**config.mk**
```make
export PLATFORM = sky130hd
export DESIGN_NAME = op_mode_display
export DESIGN_NICKNAME = d
export VERILOG_FILES = /design/src/rtl/matrix_op_selector_pkg.sv /design/src/rtl/seven_seg_pkg.sv /design/src/rtl/seven_seg_scanner.sv /design/src/rtl/op_mode_display.sv
export SDC_FILE = /design/constraint.sdc
export NUM_CORES = 1
export LEC_CHECK = 0
export ABC_AREA = 1
export BUFFER_PORTS_ARGS = -buffer_cell sky130_fd_sc_hd__buf_4
export CAP_MARGIN = 40
export CORE_ASPECT_RATIO = 1.75
export CORE_UTILIZATION = 50
export DETAILED_ROUTE_END_ITERATION = 8
export PLACE_DENSITY_LB_ADDON = 0.15
export SLEW_MARGIN = 25
export SYNTH_ARGS = -nofsm -noshare
export SYNTH_HDL_FRONTEND = slang
export SYNTH_SLANG_ARGS = --single-unit
```
**constraint.sdc**
```tcl
create_clock -name clk -period 1.9 [get_ports clk]
set_input_delay 0.19 -clock clk [delete_from_list [all_inputs] [get_ports clk]]
set_output_delay 0.19 -clock clk [all_outputs]
set_load 0.05 [all_outputs]
```
**src/rtl/matrix_op_selector_pkg.sv**
```systemverilog
// Encodings shared with the switch-to-mode decoder: operation / calculation
// type enums and the rule deciding which pairings are meaningful.
package matrix_op_selector_pkg;

    typedef enum logic [2:0] {
        TRANSPOSE  = 3'd0,
        ADD        = 3'd1,
        MUL        = 3'd2,
        SCALAR_MUL = 3'd3,
        CONV       = 3'd4
    } op_mode_t;

    typedef enum logic [2:0] {
        SINGLE = 3'd0,
        DOUBLE = 3'd1,
        SCALAR = 3'd2
    } calc_type_t;

    // Unknown codes on either field are never legal.
    function automatic logic pair_is_legal(input logic [2:0] op, input logic [2:0] ct);
        logic ok;
        ok = 1'b0;
        case (op)
            TRANSPOSE:  ok = (ct == SINGLE);
            ADD:        ok = (ct == DOUBLE);
            MUL:        ok = (ct == DOUBLE);
            SCALAR_MUL: ok = (ct == SCALAR);
            CONV:       ok = (ct == SINGLE);
            default:    ok = 1'b0;
        endcase
        return ok;
    endfunction

endpackage

```
**src/rtl/seven_seg_pkg.sv**
```systemverilog
// Seven-segment character set for the operation display.
// Segment byte layout: bit0=a ... bit6=g, bit7=dp, active-high.
package seven_seg_pkg;

    localparam logic [7:0] SEG_BLANK = 8'h00;
    localparam logic [7:0] SEG_T     = 8'h78;  // t : d e f g
    localparam logic [7:0] SEG_R     = 8'h50;  // r : e g
    localparam logic [7:0] SEG_A_UP  = 8'h77;  // A : a b c e f g
    localparam logic [7:0] SEG_N     = 8'h54;  // n : c e g
    localparam logic [7:0] SEG_D     = 8'h5E;  // d : b c d e g
    localparam logic [7:0] SEG_U     = 8'h1C;  // u : c d e
    localparam logic [7:0] SEG_L     = 8'h38;  // L : d e f
    localparam logic [7:0] SEG_S     = 8'h6D;  // S : a c d f g
    localparam logic [7:0] SEG_C_LO  = 8'h58;  // c : d e g
    localparam logic [7:0] SEG_O     = 8'h5C;  // o : c d e g
    localparam logic [7:0] SEG_V     = 8'h1C;  // v : c d e (same shape as u)
    localparam logic [7:0] SEG_C_UP  = 8'h39;  // C : a d e f
    localparam logic [7:0] SEG_E     = 8'h79;  // E : a d e f g
    // M has no true seven-segment form; an arch (a b c e f) is the usual stand-in.
    localparam logic [7:0] SEG_M     = 8'h37;

    // Four characters, element [0] is the leftmost digit.
    typedef logic [3:0][7:0] glyph4_t;

    localparam glyph4_t GLYPH_BLANK = {4{SEG_BLANK}};

    function automatic glyph4_t make_glyph(input logic [7:0] c0, input logic [7:0] c1,
                                           input logic [7:0] c2, input logic [7:0] c3);
        glyph4_t g;
        g[0] = c0;
        g[1] = c1;
        g[2] = c2;
        g[3] = c3;
        return g;
    endfunction

endpackage

```
**src/rtl/seven_seg_scanner.sv**
```systemverilog
// Time-multiplexes a 4-character glyph onto a common 4-digit display.
// Each digit is lit for SCAN_DIV cycles; 'blank' darkens all anodes
// without disturbing the scan position.
module seven_seg_scanner
    import seven_seg_pkg::*;
#(
    parameter int SCAN_DIV = 100000
) (
    input  logic       clk,
    input  logic       rst,
    input  glyph4_t    glyph,
    input  logic       blank,
    output logic [7:0] seg,
    output logic [3:0] an
);

    localparam int CNT_W = (SCAN_DIV > 2) ? $clog2(SCAN_DIV) : 1;
    localparam logic [CNT_W-1:0] CNT_LAST = CNT_W'(SCAN_DIV - 1);

    logic [CNT_W-1:0] scan_cnt_r;
    logic [1:0]       idx_r;
    logic [7:0]       seg_r;
    logic [3:0]       an_r;
    logic [7:0]       seg_s;
    logic [3:0]       an_s;

    // Free-running dwell counter and digit index; only reset touches them.
    always_ff @(posedge clk) begin
        if (rst) begin
            scan_cnt_r <= {CNT_W{1'b0}};
            idx_r      <= 2'd0;
        end else if (scan_cnt_r == CNT_LAST) begin
            scan_cnt_r <= {CNT_W{1'b0}};
            idx_r      <= idx_r + 2'd1;
        end else begin
            scan_cnt_r <= scan_cnt_r + CNT_W'(1);
        end
    end

    // Select the character and anode for the current digit; dp is never lit.
    always_comb begin
        seg_s = {1'b0, glyph[idx_r][6:0]};
        an_s  = 4'b1000 >> idx_r;
        if (blank) begin
            seg_s = 8'h00;
            an_s  = 4'b0000;
        end else begin
            seg_s = {1'b0, glyph[idx_r][6:0]};
            an_s  = 4'b1000 >> idx_r;
        end
    end

    // Register the pin drive so the display lines are glitch-free.
    always_ff @(posedge clk) begin
        if (rst) begin
            seg_r <= 8'h00;
            an_r  <= 4'b0000;
        end else begin
            seg_r <= seg_s;
            an_r  <= an_s;
        end
    end

    assign seg = seg_r;
    assign an  = an_r;

endmodule

```
**src/rtl/op_mode_display.sv**
```systemverilog
// Shows the selected matrix operation as a 4-character mnemonic and flags
// illegal op_mode/calc_type pairings. Every new selection is latched and,
// when OP_MODE_DISPLAY_BLINK_EN is defined, announced by a short blink.
// Without that macro the display never goes dark after the first load.
module op_mode_display
    import seven_seg_pkg::*;
    import matrix_op_selector_pkg::*;
#(
    parameter int SCAN_DIV     = 100000,
    parameter int BLINK_DIV    = 12500000,
    parameter int BLINK_HALVES = 6
) (
    input  logic       clk,
    input  logic       rst,
    input  logic [2:0] op_mode,
    input  logic [2:0] calc_type,
    output logic [7:0] seg,
    output logic [3:0] an,
    output logic       mode_err
);

    // Bit 6 set can never equal a sampled pair, so the first sample always loads.
    localparam logic [6:0] CUR_SENTINEL = 7'h40;

    logic [5:0] in_q_r;
    logic       in_vld_r;
    logic [6:0] cur_r;
    glyph4_t    glyph_r;
    logic       mode_err_r;

    logic       change_s;
    logic       legal_s;
    glyph4_t    glyph_s;
    logic       blank_s;

    function automatic glyph4_t glyph_for(input logic [2:0] op, input logic [2:0] ct);
        glyph4_t g;
        g = make_glyph(SEG_E, SEG_R, SEG_R, SEG_BLANK);
        if (pair_is_legal(op, ct)) begin
            case (op)
                TRANSPOSE:  g = make_glyph(SEG_T, SEG_R, SEG_A_UP, SEG_N);
                ADD:        g = make_glyph(SEG_BLANK, SEG_A_UP, SEG_D, SEG_D);
                MUL:        g = make_glyph(SEG_BLANK, SEG_M, SEG_U, SEG_L);
                SCALAR_MUL: g = make_glyph(SEG_S, SEG_C_LO, SEG_A_UP, SEG_L);
                CONV:       g = make_glyph(SEG_C_UP, SEG_O, SEG_N, SEG_V);
                default:    g = make_glyph(SEG_E, SEG_R, SEG_R, SEG_BLANK);
            endcase
        end else begin
            g = make_glyph(SEG_E, SEG_R, SEG_R, SEG_BLANK);
        end
        return g;
    endfunction

    // Input stage: sample the decoder outputs every cycle.
    always_ff @(posedge clk) begin
        if (rst) begin
            in_q_r   <= 6'd0;
            in_vld_r <= 1'b0;
        end else begin
            in_q_r   <= {op_mode, calc_type};
            in_vld_r <= 1'b1;
        end
    end

    // Detect a new selection and look up its mnemonic and legality.
    always_comb begin
        change_s = 1'b0;
        if (in_vld_r) begin
            change_s = (cur_r != {1'b0, in_q_r});
        end else begin
            change_s = 1'b0;
        end
        legal_s = pair_is_legal(in_q_r[5:3], in_q_r[2:0]);
        glyph_s = glyph_for(in_q_r[5:3], in_q_r[2:0]);
    end

    // Latch the selection, its glyph and its error flag on every change.
    always_ff @(posedge clk) begin
        if (rst) begin
            cur_r      <= CUR_SENTINEL;
            glyph_r    <= GLYPH_BLANK;
            mode_err_r <= 1'b0;
        end else if (change_s) begin
            cur_r      <= {1'b0, in_q_r};
            glyph_r    <= glyph_s;
            mode_err_r <= ~legal_s;
        end else begin
            cur_r      <= cur_r;
            glyph_r    <= glyph_r;
            mode_err_r <= mode_err_r;
        end
    end

`ifdef OP_MODE_DISPLAY_BLINK_EN
    typedef enum logic [0:0] {
        STEADY = 1'b0,
        BLINK  = 1'b1
    } disp_state_t;

    localparam int HP_W   = (BLINK_DIV > 2) ? $clog2(BLINK_DIV) : 1;
    localparam int HALF_W = $clog2(BLINK_HALVES + 1);
    localparam logic [HP_W-1:0]   HP_LAST     = HP_W'(BLINK_DIV - 1);
    localparam logic [HALF_W-1:0] HALVES_INIT = HALF_W'(BLINK_HALVES);

    disp_state_t       state_r;
    disp_state_t       state_s;
    logic [HP_W-1:0]   hp_cnt_r;
    logic [HP_W-1:0]   hp_cnt_s;
    logic [HALF_W-1:0] half_cnt_r;
    logic [HALF_W-1:0] half_cnt_s;

    // Blink state and its two counters.
    always_ff @(posedge clk) begin
        if (rst) begin
            state_r    <= STEADY;
            hp_cnt_r   <= {HP_W{1'b0}};
            half_cnt_r <= {HALF_W{1'b0}};
        end else begin
            state_r    <= state_s;
            hp_cnt_r   <= hp_cnt_s;
            half_cnt_r <= half_cnt_s;
        end
    end

    // A change always restarts a full blink; otherwise count down half-periods.
    always_comb begin
        state_s    = state_r;
        hp_cnt_s   = hp_cnt_r;
        half_cnt_s = half_cnt_r;
        if (change_s) begin
            state_s    = BLINK;
            hp_cnt_s   = {HP_W{1'b0}};
            half_cnt_s = HALVES_INIT;
        end else begin
            case (state_r)
                STEADY: begin
                    state_s    = STEADY;
                    hp_cnt_s   = {HP_W{1'b0}};
                    half_cnt_s = {HALF_W{1'b0}};
                end
                BLINK: begin
                    if (hp_cnt_r == HP_LAST) begin
                        hp_cnt_s   = {HP_W{1'b0}};
                        half_cnt_s = half_cnt_r - HALF_W'(1);
                        if (half_cnt_r == HALF_W'(1)) begin
                            state_s = STEADY;
                        end else begin
                            state_s = BLINK;
                        end
                    end else begin
                        hp_cnt_s = hp_cnt_r + HP_W'(1);
                    end
                end
                default: begin
                    state_s    = STEADY;
                    hp_cnt_s   = {HP_W{1'b0}};
                    half_cnt_s = {HALF_W{1'b0}};
                end
            endcase
        end
    end

    // Even number of halves remaining means the dark phase.
    always_comb begin
        blank_s = 1'b0;
        if (state_r == BLINK) begin
            blank_s = ~half_cnt_r[0];
        end else begin
            blank_s = 1'b0;
        end
    end
`else
    logic unused_cfg_s;

    // No blink hardware: the display is never blanked.
    always_comb begin
        blank_s      = 1'b0;
        unused_cfg_s = BLINK_DIV[0] ^ BLINK_HALVES[0];
    end
`endif

    seven_seg_scanner #(
        .SCAN_DIV(SCAN_DIV)
    ) u_scanner (
        .clk  (clk),
        .rst  (rst),
        .glyph(glyph_r),
        .blank(blank_s),
        .seg  (seg),
        .an   (an)
    );

    assign mode_err = mode_err_r;

endmodule

```
==> results of run 1 <==
[critical path, stage by stage (launching register included)]
cell and delay [ps]:
dfxtp_1 560, inv_2 140, nand2_1 100, nand2_1 50, nand3_1 80, nor2_1 70
nor2_4 350, nand2_1 160, nand2_1 90, nor2_1 40
[cell usage after synthesis (2+ instances only)]
cell	count
a21oi_1	24
buf_2	2
o21ai_0	10
nor3b_1	2
nand2_2	2
nand3_1	22
inv_2	3
clkbuf_1	2
xor2_1	4
buf_8	2
nor2_1	60
buf_6	2
nor2_4	3
nand4_1	12
nand2_1	117
a21oi_2	7
nor3_1	10
inv_1	49
or2_2	2
nand2_4	2
dfxtp_1	63
buf_4	3
[layout make-up]
| type | instances | share of cell area |
|---|---|---|
| multi-input cells | 285 | 0.4107 |
| flip-flops and latches | 63 | 0.3869 |
| inverters | 52 | 0.05988 |
| repair buffers | 23 | 0.05298 |
| clock buffers | 9 | 0.03800 |
| well taps | 76 | 0.02917 |
| clock inverters | 7 | 0.02226 |
[metal layers]
| layer | wire length (microns) | vias to the layer above |
|---|---|---|
| met4 | 247 | 0 |
| met1 | 2447 | 1118 |
| met3 | 191 | 21 |
| li1 | - | 1336 |
| met2 | 3310 | 44 |
| met5 | 0 | - |
[stage by stage]
| stage | power (W) | cells | hold WS (ps) |
|---|---|---|---|
| after global placement | 0.001736 | 499 | 389.3 |
| after global routing | 0.003021 | 515 | 33.49 |
| final | 0.002875 | 515 | 44.22 |
| after floorplan | 0.001678 | 412 | 297.0 |
| after CTS | 0.002909 | 515 | 29.99 |
| after detailed placement | 0.001741 | 499 | 398.3 |
[repair_timing]
action | in CTS | in global routing
hold buffers | 0 | 0
endpoints found under the setup margin | 0 | 17
setup buffers | 0 | 0
hold endpoints to repair | 0 | 0
resized for setup | 0 | 1
[power by group]
| part | internal, W | switching (W) | total, W |
|---|---|---|---|
| Sequential | 0.00137 | 0.0000394 | 0.00141 |
| Clock | 0.000607 | 0.000558 | 0.00116 |
| Combinational | 0.0000969 | 0.000200 | 0.000297 |
[path summary, 6_finish.rpt]
kind / startpoint / end / slack [ps] / cells after the start
worst max-delay path: in_q_r[5] / glyph_r[18] / 150 / 9
worst max register to register: in_q_r[5] / glyph_r[18] / 150 / 9
worst min register to register: u_scanner.scan_cnt_r[0] / u_scanner.scan_cnt_r[0] / 450 / 1
worst min-delay path: calc_type[2] / in_q_r[2] / 40 / 3
[flip-flops by register name, indices dropped and copies added, names as in the netlist]
name                  flops
cur_r                     7
mode_err                  1
u_scanner.seg             7
glyph_r                  18
u_scanner.idx_r           2
in_q_r                    6
u_scanner.an              4
in_vld_r                  1
u_scanner.scan_cnt_r     17
[cells by family (layout without fill, tap and decap cells)]
group                    count (synthesis)  count (layout)  synth area share
flip-flops                              63              63            0.4367
adder cells (fa/ha/maj)                  1               1          0.004332
XOR/XNOR                                 4               4           0.01213
AO/OA/AOI/OAI                           42              42           0.08276
buffers and inverters                   64              91            0.1014
other                                    1               1          0.001299
AND/OR/NAND/NOR                        237             237            0.3614
==> results.ini, run 1 <==
[power]
p_leak_nw=1.410
max-vdd-ir-drop_uv=617.3
p_per_area_nw_per_um2=882.0

[die]
die_h_microns=102.5
initial_utilization=0.5170
io_pins=21
core_sq_um=5585
dieArea_sq_um=6096
rows=36
die_x_microns=59.45

[place]
place_ws_ps=179.3
io_buffers=19
dp_hpwl_mm=4.595
gp_congestion=0.8770
placed_area_sq_um=3058

[setup_path]
start_kind=flop
crit_fanout=19
cp-end-kind=flop
required_ps=2140
critPathKind=reg2reg
crit_arrival_ps=1990

[run_status]
outcome=completed

[yosys]
synth_top_cell_area_share=0.4367
async_flop_share=0
synth_area_leader_cell=dfxtp_1
syn_inst=412
ys_warn_count=0
synth_area_sq_um=2888
syn-num-nets=421
synth_edf_count=0
ys_types=31
synth-seq-cells=63
netlist_top_cells_area=dfxtp_1, nand2_1, nor2_1, inv_1, a21oi_1
seq_area_frac_synth=0.4367
avgSynthCellArea_sq_um=7.009
synth_flop_cell=dfxtp_1

[layout]
drive_above_1_share=0.1390
area_growth_pct=12.87
utilization=0.5836
design_area_sq_um=3259
n_fill_cell=563
fin_nets=443
register_area_sq_um=1261
final_cell_mix=nand2_1, dfxtp_1, nor2_1
multiInputGateArea_sq_um=1339
final_common_cell=nand2_1
num_antenna_cells=0

[timing]
relSlewSlack=0.6414
fmax_ghz=0.5714
drv_slew=0
tightest_slew_ps=533.8
hold_violations=0
final.period_utilization=0.9211
worst_slack_ps=149.9
setup_viol=0
fin_crit_ps=1750
fin_tns_setup_ps=0
finalClockSkew_ps=5.256

[route]
drt_wl_total_mm=6.197
drt_iter0_drc=86
ant_nets=0
viasPerCell=4.891
drtPass1Iterations=4
vias=2519
drcViolationCount=0
wire_per_inst_microns=12.03

[clocking]
cts_root_buf=clkbuf_8
cts_tree=built
clkSinkCount=63
path_clk_slew_ps=70
cts_made_buffers=9
cts_buffer_depth=2
h-tree-depth=3
clock_latency_ps=340

[grt]
overflow=0
busiest_layer=met2
met1_usage=0.2193
grt_use_met3=0.06524
antenna_found_initial=0
grt_start_max_net_pins=29
grt_first_pass_wirelength_mm=10.34
grt_usage=0.2319
met2_usage=0.4244
grt_pass1_vias=2399

[run]
max_cap_viol_count=0

[hold_path]
holdCritPathClass=in2reg

Power figures use the tool's default switching activity.
==> inputs of run 2 (changes only) <==
==> constraint.sdc (replaced) <==
create_clock -name clk -period 1.6 [get_ports clk]
set_input_delay 0.16 -clock clk [delete_from_list [all_inputs] [get_ports clk]]
set_output_delay 0.16 -clock clk [all_outputs]
set_load 0.05 [all_outputs]
==> results.ini, run 2 (synthesized netlist as in run 1, its figures left out) <==
[run_status]
outcome=completed

[die]
initial_utilization=0.5170  ; unchanged
io_pins=21  ; unchanged
rows=36  ; unchanged
die_x_microns=59.45  ; unchanged
die_h_microns=102.5  ; unchanged
dieArea_sq_um=6096  ; unchanged
core_sq_um=5585  ; unchanged

[clocking]
cts_root_buf=clkbuf_8
cts_buffer_depth=2  ; unchanged
cts_tree=built
ctsHoldBuffers=0  ; unchanged
clock_latency_ps=350  ; about the same
clkSinkCount=63  ; unchanged
cts_made_buffers=9  ; unchanged
h-tree-depth=3  ; unchanged
path_clk_slew_ps=70  ; about the same

[setup_path]
crit_fanout=7  ; -12
ff2ff_setup_slack_ps=110  ; -40 ps
required_ps=1830  ; -310 ps
ff2ff_path_depth=9  ; unchanged
cpPeakStageDelay_ps=340  ; -220 ps
cp-end-kind=flop
crit_slowest_cell=dfxtp_2
start_kind=flop
critPathKind=reg2reg
critPathLaunch=u_scanner.scan_cnt_r[0]
crit_arrival_ps=1720  ; -270 ps
reg2reg_from=u_scanner.scan_cnt_r[0]
path_cells=ha_1 -> nand2_1 -> nor2_2 -> inv_2 -> nor2_4 -> nand3_1 -> nand2_2 -> buf_4 -> nor3b_1

[grt]
antenna_found_initial=0  ; unchanged
grt_use_met3=0.06524  ; unchanged
grt_pass1_vias=2390  ; -0.38%
busiest_layer=met2
grt_first_pass_wirelength_mm=10.21  ; -1.3%
met2_usage=0.4088  ; -0.01556
grt_usage=0.2282  ; -0.003703
met1_usage=0.2283  ; +0.009083
overflow=0  ; unchanged
grt_start_max_net_pins=25  ; -14%

[timing]
fin_crit_ps=1490  ; -260.1 ps
drv_slew=0  ; unchanged
finalClockSkew_ps=9.812  ; +4.557 ps
final.period_utilization=0.9313  ; +0.01015
setup_viol=0  ; unchanged
whs_ps=17.91  ; -26.31 ps
worst_slack_ps=110.0  ; -39.92 ps
rsz0062_at_grt=true
hold_violations=0  ; unchanged
fmax_ghz=0.6711  ; +17%

[place]
place_ws_ps=32.10  ; -147.2 ps
placed_area_sq_um=3181  ; +4.0%
gp_congestion=0.9020  ; +2.9%
io_buffers=19  ; unchanged
dp_hpwl_mm=4.689  ; +2.0%

[route]
drcViolationCount=0  ; unchanged
ant_nets=0  ; unchanged
drtPass1Iterations=4  ; unchanged
vias=2590  ; +2.8%
drt_wl_total_mm=6.238  ; +0.66%
drt_iter0_drc=69  ; -20%
wire_per_inst_microns=11.79  ; -2.0%
viasPerCell=4.896  ; about the same

[layout]
largest_reg_flops=18  ; unchanged
n_fill_cell=545  ; -3.2%
final_cell_mix=nand2_1, dfxtp_1, nor2_1
design_area_sq_um=3460  ; +6.1%
num_antenna_cells=0  ; unchanged
largest-register=glyph_r
register_area_sq_um=1265  ; +0.30%
final_common_cell=nand2_1
drive_above_1_share=0.1810  ; +0.04206
fin_nets=457  ; +3.2%
top_regs=glyph_r: 18 flops, u_scanner.scan_cnt_r: 17 flops
multiInputGateArea_sq_um=1358  ; +1.4%
area_growth_pct=19.80

[power]
max-vdd-ir-drop_uv=1107  ; +79%
total_power_w=0.003755  ; +31%
p_leak_nw=1.512  ; +7.3%
p_per_area_nw_per_um2=1085  ; +23%

[hold_path]
whs_path_depth=3  ; unchanged
hold_start=calc_type[0]
holdCritPathClass=in2reg

[run]
max_cap_viol_count=0  ; unchanged

-- run 2: changes by cell type in the layout (fill, tap and decap cells not counted), sizes merged --
cell	before	now
bufinv	1	3
buf	23	37
clkinvlp	2	1
clkinv	3	2
-- run 2: path summary, 6_finish.rpt --
kind,end
max,u_scanner.scan_cnt_r[11]
min,in_q_r[0]
max reg2reg,u_scanner.scan_cnt_r[11]
min reg2reg,u_scanner.scan_cnt_r[0]
-- run 2: report_power, final --
part | internal, W | switching, W | total (W)
combinational | 0.000139 | 0.000243 | 0.000382
sequential | 0.00163 | 0.0000450 | 0.00168
clock | 0.00104 | 0.000658 | 0.00170
total | 0.00281 | 0.000945 | 0.00376
-- run 2: repair_timing --
action	CTS	global route
buffers inserted	0	1
gates cloned	0	0
endpoints found under the setup margin	14	40
gates resized for setup	1	8
pin swaps	0	2
-- run 2: cell type report --
class | instances | share of cell area
clock inverters | 7 | 0.03472
multi-input cells | 285 | 0.3924
flip-flops and latches | 63 | 0.3656
inverters | 52 | 0.05642
repair buffers | 37 | 0.08752
well taps | 76 | 0.02749
clock buffers | 9 | 0.03580
-- run 2: metal layers --
layer,part of all wire,wire (microns)
met4,0.027,166
met5,0,0
met3,0.034,209
met2,0.54,3382
met1,0.40,2479
-- run 2: through the flow --
step | setup TNS, ps | std cells | utilization
4_1_cts | 0 | 528 | 0.6136
6_report | 0 | 529 | 0.6194
3_5_place_dp | 0 | 512 | 0.5694
2_1_floorplan | 0 | 412 | -
3_3_place_gp | 0 | 512 | 0.5694
5_1_grt | -54.39 | 529 | 0.6194
-- run 2: worst max-delay path: cells and delay by family, from the launching register on --
family                     cells  cell delay [ps]
DFF                            1              340
adders and majority gates      1              160
and+or+nand+nor                6              640
buffers and inverters          2              240
